<file path="src/rtl/flag_arbiter.sv">
// Two-requester round-robin arbiter in front of one shared zero/equality
// checker pair; one operation in flight, result held until the consumer takes it.

module check_zero32 (
  input  logic [31:0] a,
  output logic        z
);
  assign z = (a == 32'd0);
endmodule

module check_equal32 (
  input  logic [31:0] a,
  input  logic [31:0] b,
  output logic        eq
);
  assign eq = (a == b);
endmodule

module flag_arbiter #(
  parameter logic PRIO_RESET = 1'b0
) (
  input  logic        clk,
  input  logic        rst_n,
  input  logic        req0_valid,
  input  logic [31:0] req0_x,
  input  logic [31:0] req0_y,
  output logic        req0_ready,
  input  logic        req1_valid,
  input  logic [31:0] req1_x,
  input  logic [31:0] req1_y,
  output logic        req1_ready,
  output logic        rsp_valid,
  output logic        rsp_id,
  output logic        rsp_zero,
  output logic        rsp_equal,
  input  logic        rsp_ready,
  output logic        busy
);

  typedef enum logic [1:0] {IDLE, EVAL, RESP} state_t;

  state_t      state_q, state_d;
  logic [31:0] x_q, y_q;
  logic        id_q, zero_q, eq_q, prio_q;
  logic        gnt_id, req_hs, rsp_hs;
  logic        chk_zero, chk_eq;

  // A lone requester wins outright; the pointer only breaks ties.
  assign gnt_id = (req0_valid && req1_valid) ? prio_q : req1_valid;
  // rst_n gates the readies so nothing looks accepted while reset is held.
  assign req_hs = rst_n && (state_q == IDLE) && (req0_valid || req1_valid);
  assign rsp_hs = (state_q == RESP) && rsp_ready;

  assign req0_ready = req_hs && !gnt_id;
  assign req1_ready = req_hs &&  gnt_id;

  check_zero32  u_zero (.a(x_q), .z(chk_zero));
  check_equal32 u_eq   (.a(x_q), .b(y_q), .eq(chk_eq));

  always_comb begin
    state_d = state_q;
    case (state_q)
      IDLE:    if (req_hs) state_d = EVAL;
      EVAL:    state_d = RESP;
      RESP:    if (rsp_hs) state_d = IDLE;
      default: state_d = IDLE;
    endcase
  end

  always_ff @(posedge clk or negedge rst_n) begin
    if (!rst_n) begin
      state_q <= IDLE;
      x_q     <= '0;
      y_q     <= '0;
      id_q    <= 1'b0;
      zero_q  <= 1'b0;
      eq_q    <= 1'b0;
      prio_q  <= PRIO_RESET;
    end else begin
      state_q <= state_d;
      if (req_hs) begin
        x_q  <= gnt_id ? req1_x : req0_x;
        y_q  <= gnt_id ? req1_y : req0_y;
        id_q <= gnt_id;
      end
      if (state_q == EVAL) begin
        zero_q <= chk_zero;
        eq_q   <= chk_eq;
      end
      if (rsp_hs) prio_q <= ~id_q;
    end
  end

  assign rsp_valid = (state_q == RESP);
  assign rsp_id    = id_q;
  assign rsp_zero  = zero_q;
  assign rsp_equal = eq_q;
  assign busy      = (state_q != IDLE);

endmodule
</file>
<file path="config.mk">
export PLATFORM = sky130hd
export DESIGN_NAME = flag_arbiter
export DESIGN_NICKNAME = d
export VERILOG_FILES = /design/src/rtl/flag_arbiter.sv
export SDC_FILE = /design/constraint.sdc
export NUM_CORES = 1
export LEC_CHECK = 0
export BUFFER_PORTS_ARGS = -buffer_cell sky130_fd_sc_hd__buf_2
export CAP_MARGIN = 20
export CORE_ASPECT_RATIO = 1.75
export CORE_MARGIN = 2
export CORE_UTILIZATION = 49
export DETAILED_ROUTE_END_ITERATION = 16
export GPL_TIMING_DRIVEN = 0
export PLACE_DENSITY_LB_ADDON = 0.2
export REMOVE_ABC_BUFFERS = 1
export SETUP_SLACK_MARGIN = 0.02
export SYNTH_ARGS = -nofsm -noshare
export SYNTH_HDL_FRONTEND = slang
export SYNTH_SLANG_ARGS = --single-unit
export TNS_END_PERCENT = 20
</file>
<file path="constraint.sdc">
create_clock -name clk -period 1.6 [get_ports clk]
set_input_delay 0.08 -clock clk [delete_from_list [all_inputs] [get_ports clk]]
set_output_delay 0.08 -clock clk [all_outputs]
set_load 0.02 [all_outputs]
</file>
-- Yosys cells after proc, flatten, opt, wreduce, memory -nomap -nowiden
Index checks and enable logic that the tools add are counted.
- equality and inequality tests: 5
- muxes and demuxes: 6
- bitwise operators: 1
- reductions and logical operators: 12
- operators with widths (kind ; count):
    2-to-1 mux 32 bit ; 2
    equality test 32 bit ; 1
    logical NOT 32 bit ; 1
    logical AND 1 bit ; 6
    one-hot mux 2 bit (3 select lines) ; 1
    2-to-1 mux 2 bit ; 2
    equality test 2 x 1 -> 1 bit, second input constant ; 1
    equality test 2 bit, second input constant ; 1
    logical NOT 2 bit ; 1
    != test 2 x 1 -> 1 bit, second input constant ; 1
    != test 2 bit, second input constant ; 1
    AND reduction 2 bit ; 1
    nonzero test 2 bit ; 1
    logical NOT 1 bit ; 1
    logical OR 1 bit ; 1
    2-to-1 mux 1 bit ; 1
    inverter 1 bit ; 1
- flip-flop bits (word level): 70
- input port bits: 133
- output and inout bits: 7
- word-level logic and storage cells: 31

-- Depth between registers and ports, before layout
- depth after elaboration: 5
- gate-level depth with buffers: 7
- depth with buffers taken out: 5

-- Modules after synthesis
From an unflattened synthesis, not the netlist that was laid out.
- cell total of the unflattened synthesis: 371
- area, all modules: 3948.8 um2
- modules (own cells, without submodules) (module ; times used ; cells each ; area each (um2) ; seq. area each (um2)):
    flag_arbiter ; 1 ; 317 ; 3529.6 ; 1751.7
    check_equal32 ; 1 ; 43 ; 346.6 ; 0.0
    check_zero32 ; 1 ; 11 ; 72.6 ; 0.0

-- Worst setup path after synthesis
OpenSTA, ideal clock, no wires.
- kind: reg-to-reg
- from: reg state_q[0]
- to: reg id_q, in the netlist rsp_id
- setup time: 65 ps
- arrival: 1528 ps
- data required time: 1535 ps
- slack: 6 ps
- stages on the path, launching flop included: 7
- path buffers: 1
- period minus slack after synthesis: 1594 ps
- path through: dfrtp_1 or2_1 nor2_2 nand2_2 buf_6 nor2_1 a21o_1
- longest elaborated chain between the ends: 3
- ends and longest elaborated chain (element ; line ; source):
    start, declared ; 42 ; state_t state_q, state_d;
    start signal, assigned ; 80 ; state_q <= state_d;
    logical NOT 2 bit ; 51 ; assign req_hs = rst_n && (state_q == IDLE) && (req0_valid || req1_valid);
    logical AND 1 bit (2 in series) ; 51 ;
    end signal, assigned ; 84 ; id_q <= gnt_id;
    end, declared ; 44 ; logic id_q, zero_q, eq_q, prio_q;
No other way between the ends.
A chain may end at the register's enable or synchronous reset.

-- Worst setup path after layout
- from: reg state_q[0]
- to: out req0_ready
- longest elaborated chain between the ends: 4
- ends and longest elaborated chain (element ; line ; source):
    logical NOT 2 bit ; 51 ;
    logical AND 1 bit (2 in series) ; 51 ;
    logical AND 1 bit ; 54 ; assign req0_ready = req_hs && !gnt_id;
    end, declared ; 27 ; output logic req0_ready,
No other way between the ends.

==> impl_results.md <==
- Vias in the first global route: 3,130
- Gr ovfl total: 0
- Initial Utilization: 0.506
- Setup crit start: state_q[0]$_DFFE_PN0P_
- Number of synthesized flops with an enable pin: 0
- Pre-antenna DRT Iters: 6
- Critical-path cell list: or2_4 > nor2_4 > buf_6 > and3_4 > buf_6
- Worst-Margin Slew: 1000 ps
- Top cells by count, synth: dfrtp_1 (70), nand2_1 (65), mux2i_1 (64), o21ai_0 (55), xor2_1 (17)
- Switch Pwr: 2.64 mW
- # IOs: 140
- Crit Path Class: reg -> out
- Critical path depth in cells: 5
- FF-to-FF path depth: 5
- Hold Crit Class: in -> async
- Core Area: 0.00723 mm^2
- CTS Sinks: 70
- Drt via density: 5.16
- Wire length per cell: 14.6 um
- Achievable Freq: 604 MHz
- Die Ht: 118 um
- Mapped Cells: 355
- Synth top area share: 0.479
- Drt total wl: 8710 um
- Hold violation total from the final report: 70
- Setup TNS: -67.8 ps
- # DRC: 0
- Crit path buf inv count: 2
- Initial antenna violation count: 0
- RSZ-0062 raised after global routing: yes
- Capture point of the worst reg-to-reg path: rsp_equal$_DFFE_PN0N_
- Seq/Total Area, Yosys: 0.479
- Failing checks: negative hold slack, negative setup slack
- Cell area power density: 1600 mW/mm^2
- Async S/R FF share, synth: 1.00
- Clock Tree Root: clkbuf_16
- Peak supply drop: 0.000923 V
- Worst-path clk slew: 60 ps
- Logic pwr share: 0.315
- Area grow syn2layout: 36.0%
- First-pass GRT wire length: 14,000 um
- Final nets: 639
- Final WS setup: -55.4 ps
- Clock power share: 0.288
- DIE WIDTH: 69.3 um
- Synth warnings: 0
- Final ANT Viol Nets: 0
- Synth area leader: dfrtp_1
- DRT iter0 DRCs: 134
- Period utilisation layout: 1.03
- Data required time at the worst endpoint: 1520 ps
- Slew Limit Fails: 0
- # H-tree levels: 3
- Sw Share: 0.332
- Most used cell, CP: buf_6
- Clock skew: 8.59 ps
- Synth Flop Type: dfrtp_1
- Crit path largest cell delay: 380 ps
- Flop pwr share: 0.397
- Top delay family on crit path: simple AND/OR/NAND/NOR gates
- Avg Synthesized Cell Area: 10.3 um^2
- Post-synth design cell area: 0.00366 mm^2
- GRT Util Overall: 0.214
- Reg2reg setup slack: 40 ps
- Largest cells by area after synthesis: dfrtp_1 (48%), mux2i_1 (18%), o21ai_0 (7.5%)
- DP HPWL: 5870 um
- CP endpoint: req0_ready
- CTS tree: built
- Footprint of the multi-input gates: 0.00182 mm^2
- Clock Latency Late Sink: 330 ps
- DP Worst Slack: -434 ps
- Count leader, synth: dfrtp_1
- Slew headroom: 0.333
- Seq cells post-synth: 70
- CP arrival: 1580 ps
- Crit end category: primary output
- Sequential cell area: 0.00175 mm^2
- Max clock buf depth: 2
- P_leak: 2.59 nW
- CP max FO: 3
- Die area: 0.00820 mm^2
- Worst hold margin: -84.4 ps
- Final setup vio count: 2
- ANT cells: 0
- Startpoint Class: flip-flop
- Worst r2r src: y_q[20]$_DFFE_PN0P_
- Rows: 41
- Routability cong.: 0.774
- Layout cells sized above 1: 0.376
- Status: finished with violations
- Largest net degree at the start of global routing: 87
- Fill cell count: 563
- IO Port Bufs: 139
- Slowest stage cell, crit path: dfrtp_1
- Via count: 3,081
- Yosys cell types: 28
- P_int: 5.33 mW
- Post-layout minimum cycle time: 1660 ps
- Clock buffer count from CTS: 9
- Max-cap violations: 0
==> power groups by stage <==
stage	clock network [mW]	logic (mW)	registers, mW
2_1_floorplan	0	1.56	3.02
3_3_place_gp	0	2.06	3.15
3_5_place_dp	0	2.11	3.19
4_1_cts	2.33	2.40	3.15
5_1_grt	2.39	2.81	3.26
6_report	2.30	2.51	3.17
==> through the flow <==
step	hold slack [ps]	instance area [um^2]	total power, mW	utilization	instances
after floorplan	-216	3470	4.57	-	334
after global placement	307	4270	5.21	0.591	559
after detailed placement	260	4360	5.30	0.602	562
after CTS	-59.6	4890	7.88	0.676	595
after global routing	9.69	4970	8.46	0.688	597
final	-84.4	4970	7.97	0.688	597
==> what timing repair did <==
item,CTS,global route
setup buffers,14,1
gates cloned,2,1
pin swaps,7,8
endpoints found under the setup margin,60,55
endpoints found under the hold margin,72,0
hold buffers,1,0
gates resized for setup,11,25
==> worst reg2reg max path, delay by kind of cell, from the launching register on <==
family           cells  cell delay, ps
AND/OR/NAND/NOR      3             790
flip-flops           1             380
XOR/XNOR             1             170
AO/OA/AOI/OAI        1             150
==> cells in the final DEF (no fill, tap or decap), types with 6 or more instances in the layout <==
cell and n:
xor2_1 17, o21ai_1 22, mux2i_1 64, nand4_1 6, nand2_2 6, nand2_1 59
clkbuf_16 10, dfrtp_1 70, xnor2_1 15, buf_4 15, o21ai_0 42, buf_2 136
nor4_1 9
==> kinds of logic (layout without fill, tap and decap cells) <==
| logic type | count (synthesis) | count (layout) | synth area share |
|---|---|---|---|
| muxes | 64 | 64 | 0.175 |
| xor gates and xnor gates | 32 | 32 | 0.0766 |
| and+or+nand+nor | 94 | 96 | 0.114 |
| DFF | 70 | 70 | 0.479 |
| AOI/OAI and AO/OA | 71 | 71 | 0.101 |
| buffers and inverters | 24 | 178 | 0.0541 |
==> metal layers <==
layer | track usage | up-vias | part of all wire | routed length (um)
met4 | 0.0686 | 0 | 0.011 | 93
met1 | 0.238 | 1442 | 0.39 | 3410
li1 | - | 1544 | - | -
met5 | 0 | - | 0 | 0
met2 | 0.400 | 86 | 0.56 | 4840
met3 | 0.0443 | 9 | 0.041 | 361
==> flip-flops by register name (all words and copies together), names as in the netlist <==
| signal | count |
|---|---|
| prio_q | 1 |
| rsp_equal | 1 |
| rsp_id | 1 |
| rsp_zero | 1 |
| state_q | 2 |
| x_q | 32 |
| y_q | 32 |
==> cell type report <==
| class | instances | area share |
|---|---|---|
| clock buffers | 11 | 0.0488 |
| flip-flops and latches | 70 | 0.352 |
| repair buffers | 159 | 0.187 |
| multi-input cells | 263 | 0.367 |
| inverters | 3 | 0.00226 |
| well taps | 86 | 0.0216 |
| clock inverters | 5 | 0.0214 |
==> how the worst min path moves through the flow <==
stage | start | to | slack, ps
floorplan | rst_n | prio_q$_DFFE_PN0P_ | -220
global placement | rsp_ready | prio_q$_DFFE_PN0P_ | 310
detailed placement | rst_n | y_q[26]$_DFFE_PN0P_ | 260
CTS | rst_n | y_q[26]$_DFFE_PN0P_ | -60
global route | rst_n | y_q[26]$_DFFE_PN0P_ | 10
finish | rst_n | y_q[26]$_DFFE_PN0P_ | -80
Power figures use the tool's default switching activity.
